File: src/rtl/radarpim_reset_sequencer.sv
// Staged reset release after PLL lock: cores first, peripherals STAGE_GAP cycles later.
// Define RADARPIM_RESET_SWRST_EN to add the sw_rst_req software reset input.
module radarpim_reset_sequencer #(
  parameter int unsigned HOLD_CYCLES = 1024,
  parameter int unsigned STAGE_GAP   = 16
) (
  input  logic       clk_system,
  input  logic       rst,
  input  logic       pll_locked,
`ifdef RADARPIM_RESET_SWRST_EN
  input  logic       sw_rst_req,
`endif
  output logic       rstnn_core,
  output logic       rstnn_periph,
  output logic       sys_ready,
  output logic [7:0] lock_loss_cnt
);

  typedef enum logic [1:0] {WAIT_LOCK, HOLD, REL_CORE, RUN} state_t;

  localparam logic [15:0] HOLD_LAST = 16'(HOLD_CYCLES - 1);
  localparam logic [15:0] GAP_LAST  = 16'(STAGE_GAP - 1);

  state_t      state, state_next;
  logic [15:0] cnt, cnt_next;
  logic        sync_meta, lock_sync;
  logic        lock_loss, sw_abort;

  always_ff @(posedge clk_system or posedge rst) begin
    if (rst) begin
      sync_meta <= 1'b0;
      lock_sync <= 1'b0;
    end else begin
      sync_meta <= pll_locked;
      lock_sync <= sync_meta;
    end
  end

`ifdef RADARPIM_RESET_SWRST_EN
  assign sw_abort = sw_rst_req;
`else
  assign sw_abort = 1'b0;
`endif

  // Lock loss takes priority over a simultaneous software reset so it is always counted.
  always_comb begin
    state_next = state;
    cnt_next   = cnt;
    lock_loss  = 1'b0;
    if (state != WAIT_LOCK && !lock_sync) begin
      state_next = WAIT_LOCK;
      cnt_next   = 16'd0;
      lock_loss  = 1'b1;
    end else if (state != WAIT_LOCK && sw_abort) begin
      state_next = WAIT_LOCK;
      cnt_next   = 16'd0;
    end else begin
      case (state)
        WAIT_LOCK: begin
          cnt_next = 16'd0;
          if (lock_sync && !sw_abort) state_next = HOLD;
        end
        HOLD: begin
          if (cnt == HOLD_LAST) begin
            state_next = REL_CORE;
            cnt_next   = 16'd0;
          end else begin
            cnt_next = cnt + 16'd1;
          end
        end
        REL_CORE: begin
          if (cnt == GAP_LAST) begin
            state_next = RUN;
            cnt_next   = 16'd0;
          end else begin
            cnt_next = cnt + 16'd1;
          end
        end
        RUN:     cnt_next = 16'd0;
        default: begin
          state_next = WAIT_LOCK;
          cnt_next   = 16'd0;
        end
      endcase
    end
  end

  // Outputs decode next state so they switch on the same edge as the state.
  always_ff @(posedge clk_system or posedge rst) begin
    if (rst) begin
      state         <= WAIT_LOCK;
      cnt           <= 16'd0;
      rstnn_core    <= 1'b0;
      rstnn_periph  <= 1'b0;
      sys_ready     <= 1'b0;
      lock_loss_cnt <= 8'd0;
    end else begin
      state        <= state_next;
      cnt          <= cnt_next;
      rstnn_core   <= (state_next == REL_CORE) || (state_next == RUN);
      rstnn_periph <= (state_next == RUN);
      sys_ready    <= (state_next == RUN);
      if (lock_loss && lock_loss_cnt != 8'hFF) lock_loss_cnt <= lock_loss_cnt + 8'd1;
    end
  end

endmodule

File: config.mk
export PLATFORM = sky130hd
export DESIGN_NAME = radarpim_reset_sequencer
export DESIGN_NICKNAME = d
export VERILOG_FILES = /design/src/rtl/radarpim_reset_sequencer.sv
export SDC_FILE = /design/constraint.sdc
export NUM_CORES = 1
export LEC_CHECK = 0
export CORE_MARGIN = 8
export CORE_UTILIZATION = 50
export CTS_CLUSTER_SIZE = 24
export DETAILED_ROUTE_END_ITERATION = 12
export DONT_BUFFER_PORTS = 1
export PLACE_DENSITY_LB_ADDON = 0.3
export SYNTH_ARGS = -nofsm -noshare
export SYNTH_HDL_FRONTEND = slang
export SYNTH_SLANG_ARGS = --single-unit
File: constraint.sdc
create_clock -name clk_system -period 2.3 [get_ports clk_system]
set_input_delay 0.46 -clock clk_system [delete_from_list [all_inputs] [get_ports clk_system]]
set_output_delay 0.46 -clock clk_system [all_outputs]
set_load 0.02 [all_outputs]
==> summary.txt, run 1 <==
Outcome
  – Status: finished clean

Finish
  – Antenna Diode Count: 0
  – Final core occ: 54.6%
  – Register area: about 750 um2
  – Layout cells sized above 1: 9.35%
  – Filler Cell Count: approximately 250
  – Layout area overhead: 4.15%
  – Area of the multi-input gates: 651 um2
  – Nets: about 140
  – Fin cells: between 150 and 200
  – Post-route cell area: ~0.0015 mm2

Setup path
  – Worst path required time: about 2.5 ns
  – Crit path max fanout: 16
  – Worst Setup End Kind: register
  – Slowest cell delay on critical path: ~0.41 ns
  – WP data arrival: roughly 2.0 ns
  – Crit-path leading delay family: simple AND/OR/NAND/NOR gates
  – Crit path kind: register to register
  – CP Cell Sequence: ha_1, and4_1, and4_4, a2bb2oi_4, nor2_1
  – Worst Path Buf+Inv: 0
  – Setup crit start kind: register
  – Slowest cell on crit path: dfrtp_1

STA
  – Unrepaired setup endpoints after global routing: no
  – Relative slew slack: 72.5%
  – Fin crit share: between 70% and 80%
  – Max Clk Rate: 552 MHz
  – Final Setup Violations: 0
  – Fin. Hold Viols: 0
  – Clock Skews: about 0.0047 ns
  – Fin crit period: approximately 1.8 ns
  – Slew Viols, Final: 0
  – Final TNS setup: 0 ns
  – Worst Tran Pin Value: just over 0.4 ns
  – Fin Hold WS: approximately 0.084 ns

Clock tree
  – Post-CTS sizing: 0
  – Clock latency at the later pin of the worst-skew pair: 0.33 ns
  – Clock sinks: 30
  – Total CTS buffers: 5
  – Reg clk slew, reported paths: ~0.090 ns
  – Clock Root Buffer: clkbuf_4
  – # Post-CTS Setup Buffers: 0
  – CTS tree: built
  – Hold-fix buffers at CTS: 0
  – Clock Path Buffers: 2
  – Htree depth: 2

Global route
  – Met1 usage: between 10% and 20%
  – Most Crowded Layer GR: met2
  – Vias in the first global route: between 900 and 1000
  – Gr usage total: a little under an eighth
  – M2 GR Usage: between 15 and 20%
  – Initial antenna violation count: 0
  – Pin count of the biggest net entering global routing: 31
  – Met3 usage: between 4 and 5%
  – Total grt overflow: 0
  – First-pass GRT wire length: between 4000 and 5000 um

Placement
  – IO buf count: 0
  – GP Congestion: 0.806
  – Placed insts: approximately 160
  – Area after DPL: ~0.0015 mm2
  – Post-DP HPWL: approximately 1800 um

Routing
  – Drt pass-1 iters: 4
  – DRC viols: 0
  – Vias: about 1000
  – Initial DRC Count: 75
  – Routed WL per cell: 14.9 um
  – Final wirelength: about 2500 um
  – Vias per cell: between 5 and 6
  – Final ANT Viol Nets: 0

Min path
  – Hold crit path type: input port to asynchronous set/reset pin

Yosys
  – Syn nets: 141
  – Main synth FF type: dfrtp_1
  – Area leader, netlist: dfrtp_1
  – Post-synth EDFFs: 0
  – Flops & latches, synth: 30
  – Syn Area/Cell: approximately 11 um2
  – Synth cell types: 32
  – YS warnings: 0
  – Seq/Total Area, Yosys: 51.9%
  – Synth Instances: 136
  – Post-synth ARST share: between 90% and 100%
  – Area contributors post-synth: dfrtp_1, xnor2_1, xor2_1, nor2_1, nand4_1
  – Mapped cell area: 0.00145 mm2
  – Synth top area share: between 50% and 60%

Floorplanning
  – Core Area: approximately 0.0028 mm2
  – Initial Util: approximately 52%
  – Row cnt: 19
  – Die area: just under 0.005 mm2
  – Top Ports: 14
  – Die width: 69.8 um
  – Die Ht: around 70 um

Power
  – P_leak: 0.640 nW
  – PwrDens: around 740 mW/mm2
  – Peak VDD IR: ~710 uV

Run
  – # Max-Cap Violations: 0
==> through the flow <==
stage	setup slack, ns	total power [mW]
finish	0.488	1.12
global route	0.344	1.19
CTS	0.496	1.14
detailed placement	0.505	0.855
global placement	0.557	0.837
floorplan	0.681	0.806
==> worst register-to-register path, stage by stage (launching register included) <==
cell	delay [ns]
dfrtp_1	0.41
ha_1	0.21
and4_1	0.32
and4_4	0.28
a2bb2oi_4	0.37
nor2_1	0.10
==> Yosys cell counts, types with 2 or more instances <==
cell type  instances
a21oi_1            2
buf_2              2
xor2_1            10
nor2b_1            4
nand4_1            9
nand3_1            5
a41oi_1            2
ha_1               2
and2_1             2
nor4_1             5
dfrtp_1           30
and4_1             4
xnor2_1           10
nor3_1             2
nand2_1            9
inv_1              3
nor2_1            20
==> final cells by class <==
class | count | area share, %
inverter | 3 | 0.748
clock inverter | 2 | 0.664
sequential | 30 | 49.8
multi-input combinational | 98 | 43.2
timing repair buffer | 1 | 0.498
clock buffer | 5 | 2.49
tap | 31 | 2.57
==> cell families after synthesis <==
kind of cell	after synthesis	synth area share (%)
and+or+nand+nor	64	23.6
muxes	1	0.778
AOI/OAI and AO/OA	11	6.75
DFF	30	51.9
adders and majority gates	2	1.73
buffers and inverters	8	3.11
xor gates and xnor gates	20	12.1
==> worst paths after layout <==
check,start,endpoint,slack (ns),depth (start not counted)
setup reg to reg,cnt[0],cnt[13],0.49,5
setup / recovery,cnt[0],cnt[13],0.49,5
max in group asynchronous,rst,lock_loss_cnt[2],1.94,2
hold / removal,rst,sync_meta,0.08,2
hold reg to reg,sync_meta,lock_sync,0.35,0
min in group clk_system,pll_locked,sync_meta,0.15,0
==> cells in the final DEF, fill, tap and decap left out, types with 2 or more instances in the layout <==
master and count:
a21oi_1 2, and4_1 4, xor2_1 10, clkinv_2 2, nor3_1 2, nor2b_1 4
nand2_1 9, clkbuf_4 5, inv_1 3, nand4_1 9, xnor2_1 10, a41oi_1 2
ha_1 2, nor4_1 5, nand3_1 5, nor2_1 20, and2_1 2, dfrtp_1 30
==> registers in the layout, summed over array words and instances, names as in the netlist <==
register	cells
sys_ready	1
rstnn_core	1
state	2
lock_loss_cnt	8
cnt	16
sync_meta	1
lock_sync	1
==> routing by layer <==
layer  vias up  routed length (um)  part of all wire, %
met3         7                 189                  7.5
li1        479                   -                    -
met5         -                   0                    0
met4         0                  80                  3.2
met2        26                1200                   47
met1       476                1070                   42
==> report_power, final <==
group	internal, mW	total [mW]	switching (mW)
registers	0.577	0.716	0.139
clock network	0.110	0.282	0.173
logic	0.0619	0.123	0.0609
Note: power is estimated with default switching activity, not from simulation.
==> inputs of run 2 (changes only) <==
clock period = 1.85 ns   (was 2.3 ns; I/O delays follow)
==> run 2 against run 1 <==
Against the previous run: clock power is 69% higher; first-iteration DRC count is 2.7% higher; final area up 6.7%; critical path type unchanged; fmax is 6.1% higher; flip-flop and latch count is the same; largest power group unchanged; die area stayed put; count of clock-buffer cells in the layout rose by 3.
==> summary.txt, run 2 (synthesis gave the netlist of run 1 again) <==
STA
  – Worst setup margin: approximately 0.14 ns
  – Fin crit period: 1.71 ns
  – Fin. Hold Viols: 0
  – Fin Hold WS: roughly 0.070 ns
  – Relative slew slack: between 70 and 80%
  – Final Setup Violations: 0
  – Max Clk Rate: 586 MHz
  – Clock Skews: roughly 0.0051 ns
  – Final TNS setup: 0 ns
  – Slew Viols, Final: 0
  – Unrepaired setup endpoints after global routing: no
  – Worst Tran Pin Value: approximately 0.42 ns
  – Fin crit share: between 90% and 100%

Routing
  – DR top layer: met4
  – WL met2: about 1300 um
  – Vias per cell: approximately 6
  – Routed WL per cell: approximately 15 um
  – Initial DRC Count: 77
  – Met3 wire length: approximately 190 um
  – Vias: ~1100
  – Drt pass-1 iters: 4
  – Final wirelength: approximately 2700 um
  – Final ANT Viol Nets: 0
  – DRC viols: 0
  – Metal-1 WL: between 1000 and 1500 um

Placement
  – Placed insts: ~170
  – GP Congestion: slightly above 0.8
  – IO buf count: 0
  – Post-DP HPWL: 1970 um
  – Area after DPL: around 0.0015 mm2
  – Post-Place Worst Slack: roughly 0.15 ns

Setup path
  – WP data arrival: between 1.5 and 2 ns
  – Crit-path leading delay family: simple AND/OR/NAND/NOR gates
  – Worst Path Buf+Inv: 0
  – Setup crit start kind: register
  – Slowest cell on crit path: dfrtp_1
  – Crit path max fanout: 16
  – Worst Setup End Kind: register
  – Slowest cell delay on critical path: just over 0.4 ns
  – Worst path required time: approximately 2.0 ns
  – Crit path kind: register to register
  – Worst R2R Setup Slack: 0.14 ns
  – CP Cell Sequence: ha_1, and4_1, and4_4, a2bb2oi_4, nor2_1

Floorplanning
  – Core Area: 0.00276 mm2
  – Die Ht: about 70 um
  – Top Ports: 14
  – Die area: a little under 0.005 mm2
  – Row cnt: 19
  – Initial Util: 52.5%
  – Die width: between 60 and 70 um

Finish
  – Top flop regs: cnt (16), lock_loss_cnt (8), state (2)
  – Commonest non-fill, non-tap cell in the layout: dfrtp_1
  – Most frequent cells in the layout: dfrtp_1, nor2_1, xor2_1, xnor2_1
  – Post-route cell area: ~0.0016 mm2
  – Nets: between 150 and 200
  – Layout cells sized above 1: around 15%
  – Most flop-heavy register: cnt
  – Antenna Diode Count: 0
  – Fin cells: 180
  – Layout area overhead: 11.2%
  – Max reg flops: 16

Global route
  – Pin count of the biggest net entering global routing: 22
  – Gr usage total: a little under an eighth
  – Vias in the first global route: 1120
  – First-pass GRT wire length: between 4000 and 5000 um
  – Total grt overflow: 0
  – Initial antenna violation count: 0

Power
  – PwrDens: 997 mW/mm2
  – P_leak: 0.699 nW
  – Peak VDD IR: roughly 960 uV

Outcome
  – Status: finished clean

Run
  – # Max-Cap Violations: 0

Clock tree
  – CTS tree: built
  – Total CTS buffers: 5
  – Clock sinks: 30
  – # Post-CTS Setup Buffers: 0
  – Clock Path Buffers: 2
  – Post-CTS sizing: 0
  – Reg clk slew, reported paths: 0.09 ns
  – Htree depth: 2
  – Clock Root Buffer: clkbuf_4
  – Clock latency at the later pin of the worst-skew pair: roughly 0.32 ns

Min path
  – Hold crit path type: input port to register
==> run 2: changes by cell type in the layout (fill, tap and decap cells not counted), sizes merged <==
cell,previous run,this run
buf,1,9
clkinv,2,0
clkbuf,5,8
dlygate4sd3,0,1
==> run 2: worst paths after layout <==
check,start,to,depth (start not counted)
worst max-delay path,cnt[0],cnt[3],5
worst min-delay path,pll_locked,sync_meta,0
min in group asynchronous,rst,lock_loss_cnt[7],2
worst min register to register,sync_meta,lock_sync,0
worst max register to register,cnt[0],cnt[3],5
max in group asynchronous,rst,cnt[6],3
==> run 2: cell type report <==
type,count,area (um2)
Clock buffer,8,78.8
Fill cell,242,1150
Inverter,3,11.3
Multi-Input combinational cell,98,651
Sequential cell,30,751
Tap cell,31,38.8
Timing Repair Buffer,10,77.6
==> run 2: layer usage <==
layer / vias to the layer above / track usage, %
li1: 500 / -
met1: 521 / 12.4
met2: 25 / 19.4
met3: 6 / 6.15
met4: 0 / 5.80
met5: - / 0
==> run 2: repair_timing <==
action | CTS | global route
hold buffers | 1 | 0
setup endpoints to repair | 0 | 0
endpoints found under the hold margin | 9 | 0
==> run 2: metrics by stage <==
step                      utilization [%]  power [mW]
after global routing                 58.3        1.70
after CTS                            58.3        1.63
final                                58.3        1.60
after floorplan                         -        1.00
after global placement               55.1        1.13
after detailed placement             55.1        1.14
==> run 2: power breakdown <==
part	leakage (nW)	total (mW)	internal [mW]	switching, mW
registers	0.402	0.756	0.719	0.0368
logic	0.253	0.370	0.148	0.221
clock network	0.0446	0.477	0.259	0.217
total	0.699	1.60	1.13	0.476
